`src/rtl/key_pkg.sv`:
```
// Purpose: shared state encoding and default timing for the key debounce block.
// Latency: n/a (types and constants only).
// Backpressure: n/a.
package key_pkg;

    // Debounce FSM states, 2-bit encoding.
    typedef enum logic [1:0] {
        ST_IDLE        = 2'd0,
        ST_PRESS_DEB   = 2'd1,
        ST_PRESSED     = 2'd2,
        ST_RELEASE_DEB = 2'd3
    } key_st_e;

    // Default timing at 100 MHz: 20 ms debounce, 1 s long-press.
    localparam int DEB_20MS = 2_000_000;
    localparam int LONG_1S  = 100_000_000;

endpackage

```
`src/rtl/key_debounce_ch.sv`:
```
// Purpose: one key channel: 2-flop synchronizer, polarity fix, debounce FSM, hold timer.
// Latency: press/release pulses 2+DEB_CNT clocks after a stable pad change; long pulse LONG_CNT after press.
// Backpressure: none; the pad is sampled every clock and pulses are never held off.
module key_debounce_ch
    import key_pkg::*;
#(
    parameter int DEB_CNT    = DEB_20MS,
    parameter int LONG_CNT   = LONG_1S,
    parameter int CNT_W      = 28,
    parameter bit ACTIVE_LOW = 1'b1
) (
    input  logic clk_100M,
    input  logic rst_n,
    input  logic key_in,
    output logic key_state,
    output logic key_press,
    output logic key_release,
    output logic key_long
);

    localparam logic [CNT_W-1:0] DEB_LAST  = CNT_W'(DEB_CNT - 1);
    localparam logic [CNT_W-1:0] LONG_LAST = CNT_W'(LONG_CNT - 1);
    localparam logic [CNT_W-1:0] LONG_MAX  = CNT_W'(LONG_CNT);
    localparam logic             REL_LVL   = ACTIVE_LOW;

    logic             ff1;
    logic             ff2;
    logic             pr;
    key_st_e          state;
    logic [CNT_W-1:0] deb_cnt;
    logic [CNT_W-1:0] hold_cnt;
    logic             long_done;

    // Synchronize the asynchronous pad; flops rest at the released pad level.
    always_ff @(posedge clk_100M or negedge rst_n) begin
        if (!rst_n) begin
            ff1 <= REL_LVL;
            ff2 <= REL_LVL;
        end else begin
            ff1 <= key_in;
            ff2 <= ff1;
        end
    end

    // Normalised level: 1 = pressed regardless of pad polarity.
    assign pr = ff2 ^ REL_LVL;

    // Debounce FSM with hold timer; all outputs registered, pulses default low.
    always_ff @(posedge clk_100M or negedge rst_n) begin
        if (!rst_n) begin
            state       <= ST_IDLE;
            deb_cnt     <= '0;
            hold_cnt    <= '0;
            long_done   <= 1'b0;
            key_state   <= 1'b0;
            key_press   <= 1'b0;
            key_release <= 1'b0;
            key_long    <= 1'b0;
        end else begin
            key_press   <= 1'b0;
            key_release <= 1'b0;
            key_long    <= 1'b0;

            // Hold time keeps running through release bounces so long-press
            // timing is not disturbed by a brief glitch.
            if (state == ST_PRESSED || state == ST_RELEASE_DEB) begin
                if (hold_cnt != LONG_MAX) begin
                    hold_cnt <= hold_cnt + 1'b1;
                end
                if (hold_cnt == LONG_LAST && !long_done) begin
                    key_long  <= 1'b1;
                    long_done <= 1'b1;
                end
            end

            case (state)
                ST_IDLE: begin
                    if (pr) begin
                        state   <= ST_PRESS_DEB;
                        deb_cnt <= '0;
                    end
                end
                ST_PRESS_DEB: begin
                    if (!pr) begin
                        state <= ST_IDLE;
                    end else if (deb_cnt == DEB_LAST) begin
                        state     <= ST_PRESSED;
                        key_state <= 1'b1;
                        key_press <= 1'b1;
                        hold_cnt  <= '0;
                        long_done <= 1'b0;
                    end else begin
                        deb_cnt <= deb_cnt + 1'b1;
                    end
                end
                ST_PRESSED: begin
                    if (!pr) begin
                        state   <= ST_RELEASE_DEB;
                        deb_cnt <= '0;
                    end
                end
                ST_RELEASE_DEB: begin
                    if (pr) begin
                        state <= ST_PRESSED;
                    end else if (deb_cnt == DEB_LAST) begin
                        state       <= ST_IDLE;
                        key_state   <= 1'b0;
                        key_release <= 1'b1;
                        hold_cnt    <= '0;
                    end else begin
                        deb_cnt <= deb_cnt + 1'b1;
                    end
                end
                default: state <= ST_IDLE;
            endcase
        end
    end

endmodule

```
`src/rtl/key_debounce.sv`:
```
// Purpose: KEY_W independent push-button conditioners with parameter sanity checks.
// Latency: per channel, 2+DEB_CNT clocks pad-to-pulse; long pulse LONG_CNT after press.
// Backpressure: none; channels run freely and independently.
module key_debounce
    import key_pkg::*;
#(
    parameter int KEY_W      = 2,
    parameter int DEB_CNT    = DEB_20MS,
    parameter int LONG_CNT   = LONG_1S,
    parameter int CNT_W      = 28,
    parameter bit ACTIVE_LOW = 1'b1
) (
    input  logic             clk_100M,
    input  logic             rst_n,
    input  logic [KEY_W-1:0] key_in,
    output logic [KEY_W-1:0] key_state,
    output logic [KEY_W-1:0] key_press,
    output logic [KEY_W-1:0] key_release,
    output logic [KEY_W-1:0] key_long
);

    // Reject parameter sets the counters cannot honour.
    if (KEY_W < 1) begin : g_chk_key_w
        $error("key_debounce: KEY_W must be >= 1");
    end
    if (DEB_CNT < 2) begin : g_chk_deb
        $error("key_debounce: DEB_CNT must be >= 2");
    end
    if (LONG_CNT <= DEB_CNT) begin : g_chk_long
        $error("key_debounce: LONG_CNT must exceed DEB_CNT");
    end
    if (longint'(LONG_CNT) > ((longint'(1) << CNT_W) - 1)) begin : g_chk_cnt_w
        $error("key_debounce: CNT_W too narrow for LONG_CNT");
    end

    // One self-contained conditioner per key.
    for (genvar g = 0; g < KEY_W; g++) begin : g_ch
        key_debounce_ch #(
            .DEB_CNT    (DEB_CNT),
            .LONG_CNT   (LONG_CNT),
            .CNT_W      (CNT_W),
            .ACTIVE_LOW (ACTIVE_LOW)
        ) u_ch (
            .clk_100M    (clk_100M),
            .rst_n       (rst_n),
            .key_in      (key_in[g]),
            .key_state   (key_state[g]),
            .key_press   (key_press[g]),
            .key_release (key_release[g]),
            .key_long    (key_long[g])
        );
    end

endmodule

```
`config.mk`:
```
export PLATFORM = sky130hd
export DESIGN_NAME = key_debounce
export DESIGN_NICKNAME = d
export VERILOG_FILES = /design/src/rtl/key_pkg.sv /design/src/rtl/key_debounce_ch.sv /design/src/rtl/key_debounce.sv
export SDC_FILE = /design/constraint.sdc
export NUM_CORES = 1
export LEC_CHECK = 0
export BUFFER_PORTS_ARGS = -buffer_cell sky130_fd_sc_hd__buf_2
export CORE_AREA = 3 3 122 124
export DETAILED_ROUTE_END_ITERATION = 8
export DIE_AREA = 0 0 125 127
export SYNTH_ARGS = -nofsm -noshare
export SYNTH_HDL_FRONTEND = slang
export SYNTH_SLANG_ARGS = --single-unit
```
`constraint.sdc`:
```
create_clock -name clk_100M -period 2.73 [get_ports clk_100M]
set_input_delay 0.273 -clock clk_100M [delete_from_list [all_inputs] [get_ports clk_100M]]
set_output_delay 0.273 -clock clk_100M [all_outputs]
set_load 0.005 [all_outputs]
```
==> results of run 1 <==
-- stage by stage --
stage | setup slack (ns) | area [sq um] | power [mW] | hold slack (ns)
6_report | 0.477 | 7740 | 4.39 | 0.355
4_1_cts | 0.466 | 7740 | 4.45 | 0.357
2_1_floorplan | 0.662 | 6910 | 2.05 | -0.0226
3_3_place_gp | 0.522 | 7120 | 2.12 | 0.339
5_1_grt | 0.288 | 7740 | 4.55 | 0.364
3_5_place_dp | 0.473 | 7120 | 2.12 | 0.348
-- cells by family after synthesis --
kind of cell / count (synthesis) / synth area share
XOR/XNOR: 71 / 0.0928
AND/OR/NAND/NOR: 369 / 0.289
adder cells (fa/ha/maj): 6 / 0.0109
multiplexers: 7 / 0.0109
AO/OA/AOI/OAI: 86 / 0.0810
buffers and inverters: 62 / 0.0440
flip-flops: 130 / 0.472
-- cells in the mapped netlist (4+ instances only) --
| cell type | instances |
|---|---|
| or4_1 | 10 |
| nor2_1 | 99 |
| mux2_2 | 4 |
| nand4_1 | 25 |
| dfstp_2 | 4 |
| xnor2_1 | 49 |
| and3_1 | 13 |
| o31ai_1 | 5 |
| and4_1 | 14 |
| nand3_1 | 45 |
| clkbuf_1 | 15 |
| buf_4 | 9 |
| nor3_1 | 22 |
| nor4_1 | 28 |
| o21ai_0 | 24 |
| a31oi_1 | 5 |
| a21oi_1 | 28 |
| xor2_1 | 21 |
| a22o_1 | 5 |
| and2_1 | 5 |
| dfrtp_1 | 126 |
| or3_1 | 25 |
| nand2_1 | 52 |
| ha_1 | 6 |
| nor4_2 | 4 |
| nor4b_1 | 10 |
| buf_2 | 12 |
| inv_1 | 20 |
-- registers in the layout, summed over array words and instances (netlist names), named ones only --
| signal | cells |
|---|---|
| g_ch.u_ch.deb_cnt | 56 |
| g_ch.u_ch.ff1 | 2 |
| g_ch.u_ch.ff2 | 2 |
| g_ch.u_ch.hold_cnt | 56 |
| g_ch.u_ch.key_long | 2 |
| g_ch.u_ch.key_press | 2 |
| g_ch.u_ch.key_release | 2 |
| g_ch.u_ch.key_state | 2 |
| g_ch.u_ch.long_done | 2 |
| g_ch.u_ch.state | 2 |
-- layer usage --
metal | global-route usage | vias to the layer above | wire [um]
met2 | 0.314 | 101 | 6880
met5 | 0 | - | 0
li1 | - | 2622 | -
met3 | 0.0426 | 17 | 557
met1 | 0.262 | 2650 | 6930
met4 | 0.0580 | 0 | 192
-- cell usage in the layout, fill, tap and decap left out, types with 13 or more instances in the layout --
| cell | instances |
|---|---|
| xor2_1 | 21 |
| and4_1 | 14 |
| dfrtp_1 | 126 |
| nor3_1 | 22 |
| a21oi_1 | 28 |
| nor2_1 | 99 |
| xnor2_1 | 49 |
| inv_1 | 20 |
| nor4_1 | 27 |
| nand3_1 | 45 |
| nand4_1 | 25 |
| o21ai_0 | 24 |
| nand2_1 | 52 |
| clkbuf_16 | 17 |
| or3_1 | 25 |
| and3_1 | 13 |
| buf_4 | 14 |
-- worst max-delay path, delay by kind of cell (launching register included) --
| family | cells | cell delay, ns |
|---|---|---|
| simple gates | 4 | 1.25 |
| compound gates | 1 | 0.05 |
| buf+inv | 1 | 0.19 |
| flops | 1 | 0.40 |
| fa+ha+maj | 1 | 0.21 |
-- worst max-delay path by stage --
| stage | to | slack [ns] | cells past startpoint |
|---|---|---|---|
| 3_3_place_gp | g_ch[1].u_ch.hold_cnt[5] | 0.52 | 4 |
| 6_report | g_ch[0].u_ch.hold_cnt[14] | 0.48 | 7 |
| 4_1_cts | g_ch[0].u_ch.hold_cnt[14] | 0.47 | 7 |
| 3_5_place_dp | g_ch[0].u_ch.hold_cnt[14] | 0.47 | 7 |
| 5_1_grt | g_ch[0].u_ch.hold_cnt[14] | 0.29 | 7 |
| 2_1_floorplan | g_ch[1].u_ch.deb_cnt[0] | 0.66 | 5 |
-- timing repair --
action	in CTS	in global routing
endpoints found under the hold margin	71	0
hold buffers	3	0
endpoints found under the setup margin	0	0
buffers inserted	0	0
-- power by group through the flow --
stage	registers [mW]	logic [mW]	clock network, mW
final	1.97	0.116	2.31
after global routing	1.97	0.134	2.45
after CTS	1.97	0.120	2.36
after detailed placement	2.00	0.117	0
after global placement	2.00	0.113	0
after floorplan	2.00	0.0520	0
-- cell type report --
class,instances,area share
Clock buffer,22,0.0600
Clock inverter,10,0.0171
Inverter,20,0.00970
Multi-Input combinational cell,539,0.433
Sequential cell,130,0.421
Timing Repair Buffer,30,0.0305
Tap cell,180,0.0291
==> results.yml, run 1 <==
cts:
  tritoncts: "done"
  htreeDepth: 4
  cts_max_path_buffers: 2
  path_clk_slew_ns: 0.05
  insertion_delay_ns: 0.41
  post_cts_resized: 0
  ctsRootBufferMaster: "clkbuf_16"
  numClockSinks: 130
  cts_buffers: 17
power:
  ir_worst_vdd_uv: 422
  switchingPower_uw: 930
  p_sw_frac: 0.212
  leakagePower_nw: 3.27
  internal_power_mw: 3.46
  clockPowerShare: 0.525
  combinationalPowerShare: 0.026
  p_per_area_nw_per_um2: 567
  seqPwrFrac: 0.449
job:
  max_cap_viol_count: 0
worst_setup_path:
  timing.rr.end: "g_ch[0].u_ch.hold_cnt[14]"
  critical_path_class: "flop to flop"
  path_cells: "ha_1, and4_1, nand3_1, or3_1, nor2_4, buf_12, a311oi_1"
  worstRegToRegCells: 7
  crit_path_end_kind: "flop"
  arrival_ns: 2.52
  cp.required_ns: 3.00
  slowest_delay_ns: 0.51
  cp_slowest_cell: "or3_1"
  r2r_slack_ns: 0.48
  start_kind: "flop"
  timing.rr.start: "g_ch[0].u_ch.deb_cnt[0]"
  cp-startpoint: "g_ch[0].u_ch.deb_cnt[0]"
  cp_max_fo: 19
place:
  dp.cells: 896
  dp_hpwl_mm: 9.78
  port-buffer-count: 11
  gp_congestion: 0.850
route:
  wl_per_cell_um: 15.6
  drt-initial-drc-count: 386
  drt_wl_total_mm: 14.6
  drc: 0
  vias: 5390
  dr.pass1.iters: 4
  routed_via_density: 5.79
  ant_nets: 0
floorplanning:
  fp-row-count: 43
  die_y_um: 127
  die_x_um: 125
  die_area_sq_um: 15900
  boundaryPins: 12
  initial_core_util: 0.498
  core_area_sq_um: 13900
run_status:
  run_status: "complete, no violations"
cells_and_area:
  utilization: 0.558
  nFillCells: 1249
  seqCellArea_sq_um: 3260
  antennaDiodeCount: 0
  nets: 748
  drive_gt1_frac: 0.107
  area_growth_pct: 12.1
  layout.cells.non_filler: 931
  multi_input_area_sq_um: 3350
sta:
  finalHoldViolCount: 0
  rsz0062_at_grt: "false"
  period_share: 0.825
  relSlewSlack: 0.452
  finalMaxSlewViolations: 0
  max_freq_ghz: 0.444
  finalCriticalPeriod_ns: 2.25
  tightest_slew_ns: 0.819
  fin_worst_skew_ns: 0.00742
  setup-violations-final: 0
  fin_tns_setup_ns: 0
synth:
  synthTopCellsByArea: "dfrtp_1, xnor2_1, nor2_1"
  synth_nets: 741
  yosysTopAreaCell: "dfrtp_1"
  yosysSeqAreaShare: 0.472
  syn_area_sq_um: 6910
  async_flop_share: 1.00
  yosysWarningCount: 0
  avgSynthCellArea_sq_um: 9.45
  synth_top_cell_area_share: 0.457
  synth_edf_count: 0
  syn_inst: 731
  ys.flop_type: "dfrtp_1"
  synth_cell_types: 58
  synth-seq-cells: 130
hold_path:
  worstHoldEndpoint: "g_ch[1].u_ch.ff2"
  min_path_cells: 0
  holdCritStartpoint: "g_ch[1].u_ch.ff1"
  hp-class: "flop to flop"
global_routing:
  grt_pass1_wl_mm: 25.6
  grt_max_degree: 74
  grt_pass1_vias: 5340
  grtUsageTotal: 0.193
  grt_overflow: 0
  grt_antenna_before_repair: 0
Power figures use the tool's default switching activity.
==> run 2: changes to the inputs <==
Settings changed: ABC_AREA from default to 1, CORE_AREA 3 3 122 124 to 3 3 137 139, DIE_AREA 0 0 125 127 to 0 0 140 142, PLACE_DENSITY from default to 0.67.
Clock period 2.73 ns to 2 ns, I/O delays scaled along.
==> run 2 against run 1 <==
Worst hold slack lost 0.12 ns. Die area up 25%. Wire length up 49%. Global-route usage up 3.5 points. Power increased by 37%. First-iteration DRC count rose by 97%. Count of clock-buffer cells in the layout grew 1. Largest cell class unchanged. Critical path depth up 1. Final area rose by 26%. Via count increased by 52%. Worst setup slack got worse by 0.31 ns. Non-clock buffer count rose by 17.
==> results.yml, run 2 <==
run_status:
  run_status: "complete, no violations"
power:
  p_per_area_nw_per_um2: 615
  ir_worst_vdd_uv: 517
  leakagePower_nw: 4.48
cells_and_area:
  final_common_cell: "nand2_1"
  area_growth_pct: 11.7
  antennaDiodeCount: 0
  top_regs: "g_ch.u_ch.deb_cnt (56), g_ch.u_ch.hold_cnt (56)"
  drive_gt1_frac: 0.107
  mostFrequentLayoutCells: "nand2_1, nor2_1, inv_1"
  nets: 1354
route:
  met3_length_um: 774
  drc: 0
  wl_met1_mm: 10.4
  vias: 8218
  top_layer: "met4"
  routed_via_density: 5.18
  dr.pass1.iters: 6
  drt_wl_total_mm: 21.8
  drt-initial-drc-count: 761
  wl_per_cell_um: 13.7
  ant_nets: 0
  met2_length_mm: 10.2
sta:
  tightest_slew_ns: 0.510
  relSlewSlack: 0.659
  finalHoldViolCount: 0
  rsz0062_at_grt: "false"
  fin_tns_setup_ns: 0
  fin_worst_skew_ns: 0.0136
  finalCriticalPeriod_ns: 1.84
  period_share: 0.919
  setup-violations-final: 0
  max_freq_ghz: 0.544
  finalMaxSlewViolations: 0
  fin_ws_ns: 0.162
worst_setup_path:
  critical_path_class: "flop to flop"
  arrival_ns: 2.19
  cp_max_fo: 18
  start_kind: "flop"
  path_cells: "inv_1, nand4_1, or2_2, nor2_2, nand2_2, nand2_8, nand2_1, o21ai_2"
  crit_path_end_kind: "flop"
  cp.required_ns: 2.36
  slowest_delay_ns: 0.43
  cp_slowest_cell: "dfrtp_1"
synth:
  yosysTopAreaCell: "dfrtp_1"
  avgSynthCellArea_sq_um: 6.64
  synthTopCellsByArea: "dfrtp_1, nand2_1, nor2_1"
  yosysSeqAreaShare: 0.372
  synth_edf_count: 0
  ys.flop_type: "dfrtp_1"
  synth_top_cell_area_share: 0.360
  yosysWarningCount: 0
  yosysMostFrequentCell: "nand2_1"
  syn_inst: 1319
  ys_top_cells_by_count: "nand2_1, nor2_1, inv_1"
  async_flop_share: 1.00
  synth_nets: 1329
  synth_cell_types: 43
  synth-seq-cells: 130
  syn_area_sq_um: 8750
place:
  port-buffer-count: 11
  gp_congestion: 0.919
  dp_hpwl_mm: 16.2
  preCtsSetupSlack_ns: 0.173
hold_path:
  hp-class: "primary input to async pin"
global_routing:
  grtUsageTotal: 0.228
  grt_pass1_vias: 7758
  grt_antenna_before_repair: 0
  grt_max_degree: 42
  grt_pass1_wl_mm: 37.5
  grt_overflow: 0
floorplanning:
  fp-row-count: 49
  initial_core_util: 0.492
  core_area_sq_um: 17800
  die_x_um: 140
  die_area_sq_um: 19900
  boundaryPins: 12
  die_y_um: 142
cts:
  ctsRootBufferMaster: "clkbuf_16"
  cts_max_path_buffers: 2
  tritoncts: "done"
  cts_buffers: 17
  insertion_delay_ns: 0.43
  htreeDepth: 4
  path_clk_slew_ns: 0.06
  numClockSinks: 130
job:
  max_cap_viol_count: 0
-- run 2: cell count changes after synthesis, sizes merged, moves of 20 or more --
cell   previous run  this run
xnor2            49         6
inv              20       166
nand3            45       104
nand2            52       383
nor2            100       241
nand4            25        52
nor4             33         2
nor3             22        42
or3              25         0
o21ai            24        75
-- run 2: final timing paths --
| path | start | end | slack (ns) | cells after the start |
|---|---|---|---|---|
| worst min register to register | g_ch[1].u_ch.ff1 | g_ch[1].u_ch.ff2 | 0.38 | 0 |
| worst max-delay path | g_ch[1].u_ch.deb_cnt[21] | g_ch[1].u_ch.deb_cnt[15] | 0.16 | 8 |
| max in group asynchronous | rst_n | g_ch[0].u_ch.hold_cnt[25] | 1.05 | 3 |
| worst min-delay path | rst_n | g_ch[1].u_ch.hold_cnt[13] | 0.23 | 2 |
| min in group clk_100M | g_ch[1].u_ch.ff1 | g_ch[1].u_ch.ff2 | 0.38 | 0 |
| worst max register to register | g_ch[1].u_ch.deb_cnt[21] | g_ch[1].u_ch.deb_cnt[15] | 0.16 | 8 |
-- run 2: routing by layer --
layer,vias up,global-route usage
li1,4251,-
met1,3781,0.313
met2,151,0.377
met3,35,0.0417
met4,0,0.0602
met5,-,0
-- run 2: worst max-delay path: cells and delay by family, from the launching register on --
kind	cells	cell delay, ns
and+or+nand+nor	6	1.14
DFF	1	0.43
buffers and inverters	1	0.14
AOI/OAI and AO/OA	1	0.06
-- run 2: power breakdown --
part	switching, mW	internal (mW)	leakage, nW
logic	0.159	0.0600	2.41
clock network	1.19	1.93	0.275
registers	0.0200	2.66	1.79
-- run 2: metrics by stage --
stage / hold slack (ns) / cells / utilization / area, sq um / power, mW
6_report: 0.232 / 1586 / 0.550 / 9770 / 6.01
5_1_grt: 0.259 / 1586 / 0.550 / 9770 / 6.21
4_1_cts: 0.246 / 1584 / 0.548 / 9740 / 6.07
3_5_place_dp: 0.122 / 1549 / 0.513 / 9130 / 2.94
3_3_place_gp: 0.124 / 1549 / 0.513 / 9130 / 2.93
2_1_floorplan: -0.0956 / 1319 / - / 8750 / 2.83
-- run 2: repair_timing --
action,in CTS,in global routing
hold buffers,3,0
setup buffers,0,1
endpoints found under the setup margin,0,14
endpoints found under the hold margin,37,0
resized for setup,0,4
-- run 2: area by class of cell --
cell class,count,area (sq um)
fillers,1754,8010
multi-input cells,982,4660
flip-flops and latches,130,3260
inverters,166,623
clock buffers,23,478
repair buffers,47,364
well taps,229,287
clock inverters,9,105
-- run 2: cell families (layout without fill, tap and decap cells) --
logic type | after synthesis | in the layout | synth area share
xor gates and xnor gates | 32 | 32 | 0.0320
and+or+nand+nor | 836 | 837 | 0.415
adders and majority gates | 6 | 6 | 0.00858
AOI/OAI and AO/OA | 107 | 107 | 0.0733
DFF | 130 | 130 | 0.372
buffers and inverters | 208 | 245 | 0.0985
